## src/rtl/load_store_unit.sv

```systemverilog
// load_store_unit: single-transaction memory-stage LSU with lane steering, timeout and load extraction.
// Optional misaligned-access trap enabled by defining LSU_MISALIGN_TRAP_EN.
module load_store_unit #(
  parameter int MAX_WAIT = 255
) (
  input  logic        clk,
  input  logic        rst,
  input  logic        req_valid,
  output logic        req_ready,
  input  logic [2:0]  req_op,
  input  logic [31:0] req_addr,
  input  logic [31:0] req_wdata,
  input  logic [4:0]  req_rd,
  output logic        bus_req,
  output logic        bus_we,
  output logic [31:0] bus_addr,
  output logic [3:0]  bus_be,
  output logic [31:0] bus_wdata,
  input  logic        bus_ack,
  input  logic [31:0] bus_rdata,
  output logic        rsp_valid,
  output logic        rsp_we,
  output logic [4:0]  rsp_rd,
  output logic [31:0] rsp_rdata,
  output logic        rsp_err
);
  typedef enum logic [1:0] {IDLE, BUS, RESP} state_t;
  localparam logic [7:0] LAST = 8'(MAX_WAIT - 1);
  state_t state, state_n;
  logic [2:0] op;
  logic [1:0] a, a_req;
  logic [4:0] rd;
  logic [7:0] cnt;
  logic [31:0] data, wdata_n, ext;
  logic [3:0] be_n;
  logic err, illegal, mis, timeout, accept;
  assign illegal = req_op[1:0] == 2'b11;
`ifdef LSU_MISALIGN_TRAP_EN
  assign mis = (req_op[1:0] == 2'b00 && req_addr[1:0] != 2'b00) || (req_op[1:0] == 2'b10 && req_addr[0]);
  assign a_req = req_addr[1:0];
`else
  assign mis = 1'b0;
  assign a_req = req_op[1:0] == 2'b00 ? 2'b00 : req_op[1:0] == 2'b10 ? {req_addr[1], 1'b0} : req_addr[1:0];
`endif
  assign accept = state == IDLE && req_valid;
  assign timeout = cnt == LAST;
  assign be_n = !req_op[2] ? 4'hF :
                req_op[1:0] == 2'b01 ? 4'b0001 << a_req :
                req_op[1:0] == 2'b10 ? (a_req[1] ? 4'b1100 : 4'b0011) : 4'hF;
  assign wdata_n = !req_op[2] ? 32'd0 :
                   req_op[1:0] == 2'b01 ? {4{req_wdata[7:0]}} :
                   req_op[1:0] == 2'b10 ? {2{req_wdata[15:0]}} : req_wdata;
  assign ext = op[1:0] == 2'b01 ? {24'd0, bus_rdata[{a, 3'b000} +: 8]} :
               op[1:0] == 2'b10 ? {16'd0, bus_rdata[{a[1], 4'b0000} +: 16]} : bus_rdata;
  always_comb begin
    state_n = state;
    case (state)
      IDLE: state_n = req_valid ? ((illegal || mis) ? RESP : BUS) : IDLE;
      BUS:  state_n = (bus_ack || timeout) ? RESP : BUS;
      default: state_n = IDLE;
    endcase
  end
  always_ff @(posedge clk or posedge rst) begin
    if (rst) begin
      state     <= IDLE;
      op        <= 3'd0;
      a         <= 2'd0;
      rd        <= 5'd0;
      cnt       <= 8'd0;
      data      <= 32'd0;
      err       <= 1'b0;
      bus_we    <= 1'b0;
      bus_addr  <= 32'd0;
      bus_be    <= 4'd0;
      bus_wdata <= 32'd0;
    end else begin
      state <= state_n;
      if (accept) begin
        op        <= req_op;
        a         <= a_req;
        rd        <= req_rd;
        cnt       <= 8'd0;
        data      <= 32'd0;
        err       <= illegal || mis;
        bus_we    <= req_op[2];
        bus_addr  <= {req_addr[31:2], 2'b00};
        bus_be    <= be_n;
        bus_wdata <= wdata_n;
      end
      if (state == BUS) begin
        cnt <= cnt + 8'd1;
        if (bus_ack) data <= op[2] ? 32'd0 : ext;
        else if (timeout) err <= 1'b1;
      end
    end
  end
  assign req_ready = state == IDLE && !rst;
  assign bus_req   = state == BUS;
  assign rsp_valid = state == RESP;
  assign rsp_err   = rsp_valid && err;
  assign rsp_we    = rsp_valid && !op[2] && !err && rd != 5'd0;
  assign rsp_rd    = rd;
  assign rsp_rdata = data;
endmodule

```

## config.mk

```make
export PLATFORM = sky130hd
export DESIGN_NAME = load_store_unit
export DESIGN_NICKNAME = d
export VERILOG_FILES = /design/src/rtl/load_store_unit.sv
export SDC_FILE = /design/constraint.sdc
export NUM_CORES = 1
export LEC_CHECK = 0
export CORE_MARGIN = 2
export CORE_UTILIZATION = 41
export CTS_BUF_LIST = sky130_fd_sc_hd__clkbuf_4 sky130_fd_sc_hd__clkbuf_8
export CTS_CLUSTER_SIZE = 25
export DETAILED_ROUTE_END_ITERATION = 10
export PLACE_DENSITY = 0.79
export SETUP_SLACK_MARGIN = 0.02
export SYNTH_ARGS = -nofsm -noshare
export SYNTH_HDL_FRONTEND = slang
export SYNTH_SLANG_ARGS = --single-unit
```

## constraint.sdc

```tcl
create_clock -name clk -period 4.55 [get_ports clk]
set_clock_uncertainty 0.1 [all_clocks]
set_input_delay 1.365 -clock clk [delete_from_list [all_inputs] [get_ports clk]]
set_output_delay 1.365 -clock clk [all_outputs]
set_load 0.1 [all_outputs]
```

==> out/results.ini <==
[clock_tree]
cts_buffer_depth=2
ctsHoldBuffers=0
cts-root-buf=clkbuf_8
clk_pin_slew_ns=0.07
cts_resized=0
clock_latency_ns=0.43
postCtsSetupBuffers=0
cts_buffers=17
cts_tree=yes
cts_sinks=119
htreeDepth=4

[power]
intPower_uw=2820
p_comb_share_pct=55.8
powerDensity_nw_per_um2=730
swShare_pct=53.5
p_leak_uw=0.00386
seqPwrFrac_pct=26.1
power.net_switching_uw=3250
ir_worst_vdd_uv=523
p_clk_share_pct=18.0

[finish]
area_growth_pct=47.8
design_area_um2=8310
num_antenna_cells=0
fin_nets=847
mostFrequentLayoutCells=211 x clkdlybuf4s50_1, 156 x nand2_1, 119 x dfrtp_1, 59 x mux2i_1, 32 x o21ai_0
drive_gt1_share_pct=8.13
post-route-util_pct=62.5
layout_commonest_cell=clkdlybuf4s50_1

[global_routing]
grt.total_usage_pct=22.8
grt_overflow=0
grt_max_degree=120
grt_pass1_vias=4940
grt_pass1_wl_um=25900
antenna_found_initial=0

[routing]
wl_met1_um=6700
num_vias=4979
top_layer=met4
wl_per_cell_um=17.6
drt_wl_total_um=16300
drc=0
viasPerCell=5.38
dr_wl_met2_um=7770
drt_iter0_drc=329
detail-route-antenna-nets=0
met3RoutedLength_um=1430
dr.pass1.iters=5

[yosys]
async_reset_ff_share_pct=100
yosys_register_bits=119
synth_area_um2=5620
synth_top_family_by_area=simple AND/OR/NAND/NOR gates
synthFlopType=dfrtp_1
synthMuxAreaShare_pct=14.0
yosysSeqAreaShare_pct=53.0
synth_cell_types=43
synth_edf_count=0
yosys.area_share.simple_pct=16.6
yosysWarningCount=0
synth_xor_area_share_pct=0.490
synth_fa_ha_area_share_pct=0.445
synth_compound_area_share_pct=11.1
postSynthAreaPerCell_um2=10.5
synthCells=536

[timing]
whs_ns=0.375
fmax_ghz=0.269
maxSlewHeadroom_pct=27.5
final.setup.tns_ns=0
hold_viol=0
layout_worst_path_cycle_share_pct=81.8
final.setup.worst_slack_ns=0.826
rsz0062_at_grt=no
period_minus_slack_ns=3.72
slew_viol_final=0
setup_violations=0
tightest_slew_ns=1.08

[floorplan]
die_h_um=121
coreArea_um2=13300
io-pin-count=219
die_area_um2=14700
die_w_um=121
initial_core_util_pct=42.3
row_count=42

[critical_path]
critPathLaunchType=primary input
reg2reg_depth=3
cp.required_ns=3.08
r2r-start=a[1]$_DFFE_PP0P_
reg2reg_setup_slack_ns=2.19
critPathLaunch=rst
worstPathArrival_ns=2.26
path_class=in2out
r2r-end=rsp_rdata[2]$_DFF_PP0_
worst_setup_path_end_kind=output port
crit_end=req_ready
crit_fanout=2

[placement]
hpwl_um=11800
io_buffer_count=216
globalplace.congestion=0.907
post_dp_cell_area_um2=7850
dp_slack_ns=0.827

[job]
max-cap-violations=0

[min_path]
min_path_type=reg2reg
hp-start=bus_wdata[5]$_DFFE_PP0P_

[outcome]
status=completed

==> layer usage <==
metal	GRT usage (%)	up-vias
met5	0	-
met3	8.04	24
met4	9.38	0
met1	28.4	2445
li1	-	2267
met2	36.1	243
==> cell families (layout without fill, tap and decap cells) <==
kind of cell | count (synthesis) | count (layout)
xor+xnor | 1 | 1
flops | 119 | 119
simple gates | 213 | 213
other cells | 1 | 2
mux | 68 | 68
compound gates | 88 | 88
fa+ha+maj | 2 | 2
buf+inv | 44 | 257
==> synth_stat cells, types with 2 or more instances <==
library cell,instances,share of area [%]
and4_1,2,0.31
buf_2,18,1.6
ha_1,2,0.44
o22ai_1,2,0.22
nor2b_1,7,0.78
nand2_1,156,10
a22o_1,26,4.0
inv_1,3,0.20
o211ai_1,8,1.1
and2_1,2,0.22
buf_4,4,0.53
dfrtp_1,119,53
clkbuf_1,12,0.80
mux4_2,8,3.2
o2bb2ai_1,9,1.4
nor2_1,9,0.60
buf_6,6,1.2
nand4_1,2,0.22
o21ai_0,32,2.8
nand2b_1,4,0.44
nand3b_1,2,0.27
mux2i_1,59,11
a31oi_1,6,0.67
nand3_1,19,1.7
==> worst max-delay path, stage by stage <==
cell,delay (ns)
clkdlybuf4s50_1,0.48
nor3_2,0.20
buf_12,0.21
==> flip-flops by register name, summed over array words and instances, names as in the netlist <==
name	cells
bus_wdata	32
op	2
bus_we	1
state	2
cnt	8
rsp_rd	5
rsp_rdata	32
err	1
bus_addr	30
a	2
bus_be	4
==> cell type report <==
cell class,instances,area (um^2)
Clock buffer,19,255
Sequential cell,119,2980
Clock inverter,13,203
Multi-Input combinational cell,374,2420
Inverter,3,15.0
Timing Repair Buffer,222,2220
Tap cell,176,220
Fill cell,1068,4980
==> worst min-delay path by stage <==
stage | to | cells past startpoint
6_report | bus_wdata[5]$_DFFE_PP0P_ | 2
5_1_grt | bus_addr[10]$_DFFE_PP0P_ | 2
3_3_place_gp | bus_wdata[0]$_DFFE_PP0P_ | 2
2_1_floorplan | cnt[5]$_DFFE_PP0P_ | 1
4_1_cts | bus_wdata[5]$_DFFE_PP0P_ | 2
3_5_place_dp | bus_wdata[7]$_DFFE_PP0P_ | 2
==> power by group through the flow <==
stage / sequential [uW] / clock [uW] / combinational [uW]
after detailed placement: 1600 / 0 / 3400
after CTS: 1580 / 1120 / 3400
after global routing: 1620 / 1180 / 3500
final: 1580 / 1100 / 3390
after floorplan: 3490 / 0 / 657
after global placement: 1580 / 0 / 3370
==> per-stage QoR <==
stage	instances	total power [uW]
after global routing	926	6300
after detailed placement	894	5000
final	926	6070
after global placement	894	4950
after CTS	926	6110
after floorplan	537	4140
No activity file was read; power rests on OpenSTA's default activity.
